`src/rtl/rk16_pkg.sv`:
```
// Shared RK16 definitions: alu select codes, sequencer state encoding and
// the shift-class decoder used by both the sequencer and its consumers.
package rk16_pkg;

    localparam int RK16_W     = 16;
    localparam int RK16_CNT_W = 4;

    localparam logic [3:0] ALU_ADD  = 4'b0000;
    localparam logic [3:0] ALU_NOT  = 4'b0001;
    localparam logic [3:0] ALU_SHL  = 4'b0010;
    localparam logic [3:0] ALU_ROL  = 4'b0011;
    localparam logic [3:0] ALU_AND  = 4'b0100;
    localparam logic [3:0] ALU_XOR  = 4'b0101;
    localparam logic [3:0] ALU_OR   = 4'b0110;
    localparam logic [3:0] ALU_SUB  = 4'b0111;
    localparam logic [3:0] ALU_EQ   = 4'b1000;
    localparam logic [3:0] ALU_NE   = 4'b1001;
    localparam logic [3:0] ALU_LT   = 4'b1010;
    localparam logic [3:0] ALU_LT2  = 4'b1011;
    localparam logic [3:0] ALU_LSR  = 4'b1100;
    localparam logic [3:0] ALU_ASR  = 4'b1101;
    localparam logic [3:0] ALU_ROR  = 4'b1110;
    localparam logic [3:0] ALU_ROR2 = 4'b1111;

    typedef enum logic [1:0] {
        IDLE = 2'd0,
        RUN  = 2'd1,
        DONE = 2'd2
    } alu_seq_state_t;

    // Shift-class selects are iterated one bit per step by the sequencer.
    function automatic logic is_shift(input logic [3:0] sel);
        logic r;
        case (sel)
            ALU_SHL, ALU_ROL, ALU_LSR, ALU_ASR, ALU_ROR, ALU_ROR2: r = 1'b1;
            default:                                              r = 1'b0;
        endcase
        return r;
    endfunction

endpackage

```
`src/rtl/alu_seq_alu.sv`:
```
// Combinational RK16 alu: arithmetic, logic, compares and one-bit
// shifts/rotates. Compare results are 0x0000 or 0x0001.
module alu
    import rk16_pkg::*;
#(
    parameter int W = RK16_W
) (
    input  logic [3:0]   sel,
    input  logic [W-1:0] a,
    input  logic [W-1:0] b,
    output logic [W-1:0] y
);

    // Decode the select into a single result; carries and borrows fall off the top.
    always_comb begin
        y = '0;
        case (sel)
            ALU_ADD:           y = a + b;
            ALU_NOT:           y = ~a;
            ALU_SHL:           y = {a[W-2:0], 1'b0};
            ALU_ROL:           y = {a[W-2:0], a[W-1]};
            ALU_AND:           y = a & b;
            ALU_XOR:           y = a ^ b;
            ALU_OR:            y = a | b;
            ALU_SUB:           y = a - b;
            ALU_EQ:            y = {{(W-1){1'b0}}, (a == b)};
            ALU_NE:            y = {{(W-1){1'b0}}, (a != b)};
            ALU_LT, ALU_LT2:   y = {{(W-1){1'b0}}, (a < b)};
            ALU_LSR:           y = {1'b0, a[W-1:1]};
            ALU_ASR:           y = {a[W-1], a[W-1:1]};
            ALU_ROR, ALU_ROR2: y = {a[0], a[W-1:1]};
            default:           y = '0;
        endcase
    end

endmodule

```
`src/rtl/alu_seq.sv`:
```
// Multi-cycle execute sequencer: accepts one op, iterates the one-bit alu
// for variable shifts/rotates of 0-15 bits, and returns the result.
//
// Handshakes: a transfer happens on a rising edge where valid and ready are
// both high. in_ready is high only in IDLE; out_valid is high only in DONE
// and out_data is held stable until out_ready is seen. in_valid is ignored
// whenever in_ready is low, and nothing is queued.
module alu_seq
    import rk16_pkg::*;
#(
    parameter int W     = RK16_W,
    parameter int CNT_W = RK16_CNT_W
) (
    input  logic           clk,
    input  logic           rst_n,
    input  logic           in_valid,
    output logic           in_ready,
    input  logic [3:0]     in_sel,
    input  logic [W-1:0]   in_a,
    input  logic [W-1:0]   in_b,
    output logic           out_valid,
    input  logic           out_ready,
    output logic [W-1:0]   out_data,
    output alu_seq_state_t dbg_state
);

    alu_seq_state_t state;
    logic [3:0]     sel_q;
    logic [W-1:0]   acc;
    logic [CNT_W-1:0] cnt;

    logic [CNT_W-1:0] n;
    logic [3:0]       alu_sel;
    logic [W-1:0]     alu_a;
    logic [W-1:0]     alu_b;
    logic [W-1:0]     alu_y;

    assign n = in_b[CNT_W-1:0];

    // Operand mux: IDLE feeds the incoming request, RUN feeds the accumulator;
    // b is forced to zero for every shift step.
    always_comb begin
        alu_sel = sel_q;
        alu_a   = acc;
        alu_b   = '0;
        if (state == IDLE) begin
            alu_sel = in_sel;
            alu_a   = in_a;
            if (!is_shift(in_sel)) begin
                alu_b = in_b;
            end
        end
    end

    alu #(.W(W)) u_alu (
        .sel (alu_sel),
        .a   (alu_a),
        .b   (alu_b),
        .y   (alu_y)
    );

    // Sequencer FSM: IDLE accepts, RUN iterates the shift, DONE waits for the consumer.
    always_ff @(posedge clk) begin
        if (!rst_n) begin
            state <= IDLE;
            sel_q <= ALU_ADD;
            acc   <= '0;
            cnt   <= '0;
        end else begin
            case (state)
                IDLE: begin
                    if (in_valid) begin
                        sel_q <= in_sel;
                        if (!is_shift(in_sel)) begin
                            acc   <= alu_y;
                            state <= DONE;
                        end else if (n == '0) begin
                            acc   <= in_a;
                            state <= DONE;
                        end else begin
                            acc   <= alu_y;
                            cnt   <= n - CNT_W'(1);
                            state <= (n == CNT_W'(1)) ? DONE : RUN;
                        end
                    end
                end
                RUN: begin
                    acc <= alu_y;
                    cnt <= cnt - CNT_W'(1);
                    if (cnt == CNT_W'(1)) begin
                        state <= DONE;
                    end
                end
                DONE: begin
                    if (out_ready) begin
                        state <= IDLE;
                    end
                end
                default: state <= IDLE;
            endcase
        end
    end

    assign in_ready  = (state == IDLE);
    assign out_valid = (state == DONE);
    assign out_data  = acc;
    assign dbg_state = state;

endmodule

```
`config.mk`:
```
export PLATFORM = sky130hd
export DESIGN_NAME = alu_seq
export DESIGN_NICKNAME = d
export VERILOG_FILES = /design/src/rtl/rk16_pkg.sv /design/src/rtl/alu_seq_alu.sv /design/src/rtl/alu_seq.sv
export SDC_FILE = /design/constraint.sdc
export NUM_CORES = 1
export LEC_CHECK = 0
export ABC_AREA = 1
export CAP_MARGIN = 25
export CORE_MARGIN = 2
export CORE_UTILIZATION = 30
export CTS_BUF_LIST = sky130_fd_sc_hd__clkbuf_2
export DETAILED_ROUTE_END_ITERATION = 8
export GPL_ROUTABILITY_DRIVEN = 0
export GPL_TIMING_DRIVEN = 0
export SLEW_MARGIN = 40
export SYNTH_ARGS = -nofsm -noshare
export SYNTH_HDL_FRONTEND = slang
export SYNTH_SLANG_ARGS = --single-unit
```
`constraint.sdc`:
```
create_clock -name clk -period 3.19 [get_ports clk]
set_input_delay 0.638 -clock clk [delete_from_list [all_inputs] [get_ports clk]]
set_output_delay 0.638 -clock clk [all_outputs]
set_load 0.02 [all_outputs]
```
# Yosys cells after proc, flatten, opt, wreduce, memory -nomap -nowiden
# Cells that the tools add are included.
[totals]
register_bits = 26
latch_bits = 0
ramBits = 0
rom_bits = 0
input_bits = 40
out_inout_bits = 20
wordCells = 81
memories = 0
[classes]
n_addsub = 4
mul = 0
n_div = 0
magnitude_cmp = 1
eq_ne = 32
shift = 0
n_mux = 25
bitwise = 4
n_reduce_logical = 11
[op_table]
columns = ["op", "count"]
rows = [
  ["16-bit case mux with 14 select lines", 1],
  ["16-bit 2-to-1 mux", 6],
  ["4-bit equality test, second input constant", 12],
  ["16-bit case mux with 2 select lines", 1],
  ["16-bit adder", 1],
  ["16-bit bitwise AND", 1],
  ["16-bit equality test", 1],
  ["4-bit by 2-bit equality test with 1-bit output, second input constant", 4],
  ["4-bit by 3-bit equality test with 1-bit output, second input constant", 4],
  ["16-bit less-than comparator", 1],
  ["4-bit 2-to-1 mux", 4],
  ["16-bit != test", 1],
  ["16-bit NOT", 1],
  ["16-bit OR", 1],
  ["16-bit subtractor", 1],
  ["16-bit XOR", 1],
  ["4-bit by 1-bit equality test with 1-bit output, second input constant", 3],
  ["2-bit 2-to-1 mux", 6],
  ["4-bit zero test", 2],
  ["4-bit case mux with 2 select lines", 1],
  ["4-bit by 1-bit subtractor with 4-bit output, second input constant", 2],
  ["2-bit != test, second input constant", 3],
  ["2-bit case mux with 3 select lines", 1],
  ["6-bit OR reduction", 1],
  ["10 further kinds", 17],
]

# Logic depth before layout (Yosys ltp)
[depth]
depth_word = 12
ltp_mapped = 22
ltp_nobuf = 21

# Modules after synthesis
# A second synthesis with hierarchy kept.
[hier_totals]
hier_cells = 930
area_unflattened_um2 = 5108.6
[modules_own_cells]
columns = ["module", "n_inst", "cells_per_inst", "area_per_inst_um2"]
rows = [
  ["alu", 1, 600, 3210.6],
  ["alu_seq", 1, 330, 1898.1],
]

# Worst setup path after synthesis
# Ideal clock, no wire load.
[synth_timing]
path_type = "input-to-reg"
start = "input port in_sel[3]"
end = "register acc[11], in the netlist out_data[11]"
setup_time_ps = 132
arrival_time_ps = 3006
setup_slack_ps = 52
cell_stages = 20
path_cell_list = "inv_1 -> nand3_1 -> o21ai_0 -> nor2_1 -> clkbuf_1 -> nand2_1 -> ha_1 -> clkbuf_1 -> inv_1 -> nand2_1 -> nor3_1 -> nand3_1 -> nand3_1 -> nand2_1 -> nand2_1 -> nor2_1 -> nor2_1 -> nand2_1 -> nand2_1 -> a21oi_2"
[synth_via]
elab_chain_cells = 12
elab_cells_between_ends = 43
cone_classes = "2 x add/sub; 21 x eq/ne; 13 x mux; 3 x bitwise; 4 x reduce/logical"
[synth_lines]
columns = ["element", "line", "source"]
rows = [
  ["start: declaration", "alu_seq.sv:18", "input logic [3:0] in_sel,"],
  ["4-bit by 2-bit equality test with 1-bit output / 4-bit equality test (equally long branches)", "rk16_pkg.sv:34", "case (sel)"],
  ["6-bit OR reduction", "rk16_pkg.sv:34", ""],
  ["1-bit 2-to-1 mux", "rk16_pkg.sv:34", ""],
  ["1-bit 2-to-1 mux", "alu_seq.sv:46", "if (state == IDLE) begin"],
  ["16-bit 2-to-1 mux", "alu_seq.sv:49", "if (!is_shift(in_sel)) begin"],
  ["16-bit 2-to-1 mux", "alu_seq.sv:46", ""],
  ["16-bit subtractor, or another cell as far along", "alu_seq_alu.sv:25", "ALU_SUB: y = a - b;"],
  ["16-bit case mux with 14 select lines", "alu_seq_alu.sv:17", "case (sel)"],
  ["16-bit 2-to-1 mux", "alu_seq.sv:77", "end else if (n == '0) begin"],
  ["16-bit 2-to-1 mux", "alu_seq.sv:74", "if (!is_shift(in_sel)) begin"],
  ["16-bit 2-to-1 mux", "alu_seq.sv:72", "if (in_valid) begin"],
  ["16-bit case mux with 2 select lines *", "alu_seq.sv:70", "case (state)"],
  ["end signal: assignment", "alu_seq.sv:75", "acc <= alu_y;"],
  ["end signal: assignment", "alu_seq.sv:78", "acc <= in_a;"],
  ["end signal: assignment", "alu_seq.sv:81", "acc <= alu_y;"],
  ["end: declaration", "alu_seq.sv:29", "logic [W-1:0] acc;"],
]
# Mark *: on every way between the ends. The rest lies on a longest branch, timed or not. The select of a mux whose other input is x is not followed.
# A chain may end at the register's enable or synchronous reset.

# Worst setup path in the final report
[layout_timing]
start = "register state[0], in the netlist dbg_state[0]"
end = "register acc[14], in the netlist out_data[14]"
[layout_via]
elab_chain_cells = 9
elab_cells_between_ends = 37
cone_classes = "2 x add/sub; 17 x eq/ne; 8 x mux; 4 x bitwise; 6 x reduce/logical"
[layout_lines]
columns = ["element", "line", "source"]
rows = [
  ["start: declaration", "alu_seq.sv:27", "alu_seq_state_t state;"],
  ["start signal: assignment", "alu_seq.sv:83", "state <= (n == CNT_W'(1)) ? DONE : RUN;"],
  ["parallel branches: the longest is 9 deep, another holds 16-bit subtractor", "--", ""],
]
# Several ways; the timed one is not identified. The select of a mux whose other input is x is not followed.

==> impl_metrics.csv <==
group,metric,value,unit
outcome,run_status,"finished clean",
cells_and_area,final_cell_count_no_fill,1219,
synth,synth.distinct_cells,43,
cells_and_area,flow.area_growth_from_synthesis,21.3,%
clocking,htree_num_levels,1,
setup_path,cp-start-kind,"flop",
clocking,cts-buffers-inserted,3,
cells_and_area,net_count_of_the_finished_layout,1089,
clocking,cts.root.buffer_cell,"sky130_fd_sc_hd__clkbuf_2",
setup_path,worst_setup_path_end_kind,"flop",
die,design.die.area,0.0184,mm2
power_and_ir_drop,power_per_cell_area,642,mW/mm2
cells_and_area,layout.cells.most_common_list,"sky130_fd_sc_hd__nand2_1, sky130_fd_sc_hd__inv_1, sky130_fd_sc_hd__nand3_1",
sta,max-slew-margin-rel,0.608,
power_and_ir_drop,internal-power,1.61,mW
routing,drtAntennaViolNets,0,
power_and_ir_drop,switching_part_of_the_total,0.602,
synth,ys_seq_area_frac,0.0999,
clocking,clock_sinks,26,
clocking,cts_hold_buffers,0,
routing,num_vias,6145,
power_and_ir_drop,static-leakage-power,3.20,nW
sta,fin_worst_skew,0.00686,ns
clocking,cts_tree,"yes",
routing,wl,19.5,mm
placement,hpwlAfterDp,15.5,mm
grt,number_of_global_route_vias_before_repair,5472,
cells_and_area,finish.utilization,0.369,
synth,synth_cells,936,
job,max_cap_viol_count,0,
setup_path,path_buf_inv,4,
sta,highest_achievable_clock_rate,0.332,GHz
setup_path,slack_of_the_worst_reg_to_reg_path,0.17,ns
placement,place.detailed.instances,1219,
setup_path,worst_path_largest_cell_delay,0.42,ns
grt,grt_pass1_wl,29.9,mm
power_and_ir_drop,p_clk_frac,0.034,
placement,placed_area,0.00607,mm2
setup_path,crit_arrival,3.32,ns
synth,async_reset_ff_frac,0,
die,die_width,136,um
setup_path,worst_path_most_repeated_cell,"sky130_fd_sc_hd__nand2_1",
clocking,clk_pin_slew_worst_setup_hold_paths,0.27,ns
setup_path,worstPathRequired,3.49,ns
power_and_ir_drop,pwr-share-seq,0.114,
sta,slew_viol_final,0,
sta,tightestPinTransition,0.588,ns
placement,port_buffers,58,
synth,synth.net_count,1031,
synth,synth_enable_flop_cells,0,
synth,ys.warnings.count,0,
die,core-area,0.0171,mm2
routing,drt_drc_violations_left,0,
routing,routedWlPerCell,16.0,um
grt,global_route.overflow_total,0,
synth,yosys_most_used_dff,"sky130_fd_sc_hd__dfxtp_1",
die,chip_height,136,um
power_and_ir_drop,combPwrFrac,0.852,
die,start_util,0.304,
routing,routed_via_density,5.04,
cells_and_area,layout.cells.most_common,"sky130_fd_sc_hd__nand2_1",
clocking,clk_path_buf_depth,2,
power_and_ir_drop,irDropWorstVdd,0.000428,V
grt,track_usage,0.210,
setup_path,path_delay_family,"simple AND/OR/NAND/NOR gates",
cells_and_area,drive_gt1_frac,0.126,
sta,post-route-period-util,0.945,
routing,dr.pass1.iters,6,
clocking,insertion_delay,0.39,ns
power_and_ir_drop,p_switching,2.44,mW
setup_path,criticalPathCategory,"reg2reg",
synth,syn_area_per_cell,5.57,um2
hold_path,worst_hold_path_type,"reg2reg",
sta,min_period,3.02,ns
routing,drt-initial-drc-count,476,
synth,yosys_register_bits,26,
setup_path,worstPathMaxFanout,10,
sta,finalHoldViolations,0,
die,core.rowCount,48,
grt,antenna_found_initial,1,
cells_and_area,stdcell_area,0.00632,mm2
setup_path,crit_slowest_cell,"sky130_fd_sc_hd__dfxtp_2",
synth,synth_area,0.00521,mm2
setup_path,path_cells,"nor2_4 -> buf_6 -> buf_8 -> buf_8 -> o21a_2 -> inv_1 -> ha_2 -> nand2_1 -> nor2_1 -> nand2_1 -> nand2_2 -> nand2_1 -> nand2_1 -> nand2_1 -> nand3_1 -> nand4_1 -> nand2_1 -> a21oi_1",
die,pin_count,60,
grt,maximum_number_of_pins_on_one_net_before_global_route_repair,15,
sta,setup_viol,0,
## cell families after synthesis
| logic type | share of synthesized area |
|---|---|
| flops | 0.0999 |
| compound gates | 0.160 |
| simple gates | 0.433 |
| buf+inv | 0.160 |
| fa+ha+maj | 0.135 |
| xor+xnor | 0.0118 |
## final timing paths
kind | to | startpoint | depth (start not counted)
worst max-delay path | out_data[14] | dbg_state[0] | 18
worst min-delay path | sel_q[2] | sel_q[2] | 2
worst max register to register | out_data[14] | dbg_state[0] | 18
worst min register to register | sel_q[2] | sel_q[2] | 2
## layer usage
| metal | wire length (um) | up-vias | GRT usage |
|---|---|---|---|
| li1 | - | 3052 | - |
| met1 | 8780 | 2798 | 0.295 |
| met2 | 8660 | 262 | 0.338 |
| met3 | 1580 | 33 | 0.0206 |
| met4 | 487 | 0 | 0.0648 |
| met5 | 0 | - | 0 |
## sequential cells by signal, indices dropped and copies added (netlist names)
| name | flops |
|---|---|
| sel_q | 4 |
| out_data | 16 |
| dbg_state | 2 |
| cnt | 4 |
## worst reg2reg max path: cells and delay by family, from the launching register on
| family | cells | cell delay (ns) |
|---|---|---|
| AO/OA/AOI/OAI | 2 | 0.26 |
| adder cells (fa/ha/maj) | 1 | 0.40 |
| buffers and inverters | 4 | 0.60 |
| flip-flops | 1 | 0.42 |
| AND/OR/NAND/NOR | 11 | 1.25 |
## stage by stage
| step | setup slack (ns) | power, mW | hold slack (ns) | TNS [ns] |
|---|---|---|---|---|
| 3_5_place_dp | -1.78 | 3.61 | 0.455 | -23.73 |
| 3_3_place_gp | -1.82 | 3.59 | 0.452 | -24.30 |
| 5_1_grt | -0.000511 | 4.41 | 0.517 | -0.000511 |
| 6_report | 0.174 | 4.06 | 0.480 | 0 |
| 4_1_cts | -0.0133 | 3.96 | 0.483 | -0.0133 |
| 2_1_floorplan | 0.0524 | 2.68 | 0.438 | 0 |
## power by group through the flow
stage	sequential (mW)	clock (mW)	combinational [mW]
5_1_grt	0.474	0.156	3.78
3_3_place_gp	0.469	0	3.13
6_report	0.463	0.139	3.45
4_1_cts	0.461	0.146	3.35
2_1_floorplan	0.523	0	2.16
3_5_place_dp	0.468	0	3.15
## final cells by class
cell class              count  area [um2]
fillers                  1927       10800
multi-input cells         709        4050
inverters                 170         641
repair buffers             62         618
flip-flops and latches     26         526
well taps                 225         282
plain buffers              22         179
clock buffers               3        15.0
clock inverters             1        3.75
diodes                      1        2.50
## timing repair
| action | CTS | global route |
|---|---|---|
| pin swaps | 5 | 4 |
| gates resized for setup | 50 | 14 |
| endpoints found under the hold margin | 0 | 0 |
| setup buffers | 3 | 1 |
| setup endpoints to repair | 16 | 14 |
## synth_stat cells (5+ instances only)
cell type                    n  area (um2)
sky130_fd_sc_hd__nand2_1   273        1020
sky130_fd_sc_hd__inv_1     164         616
sky130_fd_sc_hd__nor2_1     80         300
sky130_fd_sc_hd__nand3_1    77         385
sky130_fd_sc_hd__a21oi_1    56         280
sky130_fd_sc_hd__ha_1       53         663
sky130_fd_sc_hd__o21ai_0    44         220
sky130_fd_sc_hd__dfxtp_1    26         521
sky130_fd_sc_hd__clkbuf_1   17        63.8
sky130_fd_sc_hd__nand2_2    15        93.8
sky130_fd_sc_hd__nand4_1    15        93.8
sky130_fd_sc_hd__o21ai_1    12        60.1
sky130_fd_sc_hd__o21ai_2     9        78.8
sky130_fd_sc_hd__nand2_4     8        90.1
sky130_fd_sc_hd__nor3_1      8        40.0
sky130_fd_sc_hd__nor2_4      7        78.8
sky130_fd_sc_hd__or2_2       7        43.8
sky130_fd_sc_hd__xor2_1      7        61.3
sky130_fd_sc_hd__buf_6       6        67.6
sky130_fd_sc_hd__inv_2       5        18.8
sky130_fd_sc_hd__nand3b_1    5        37.5
sky130_fd_sc_hd__o21bai_1    5        37.5
sky130_fd_sc_hd__o22ai_1     5        31.3
(Power assumes the default switching activity.)
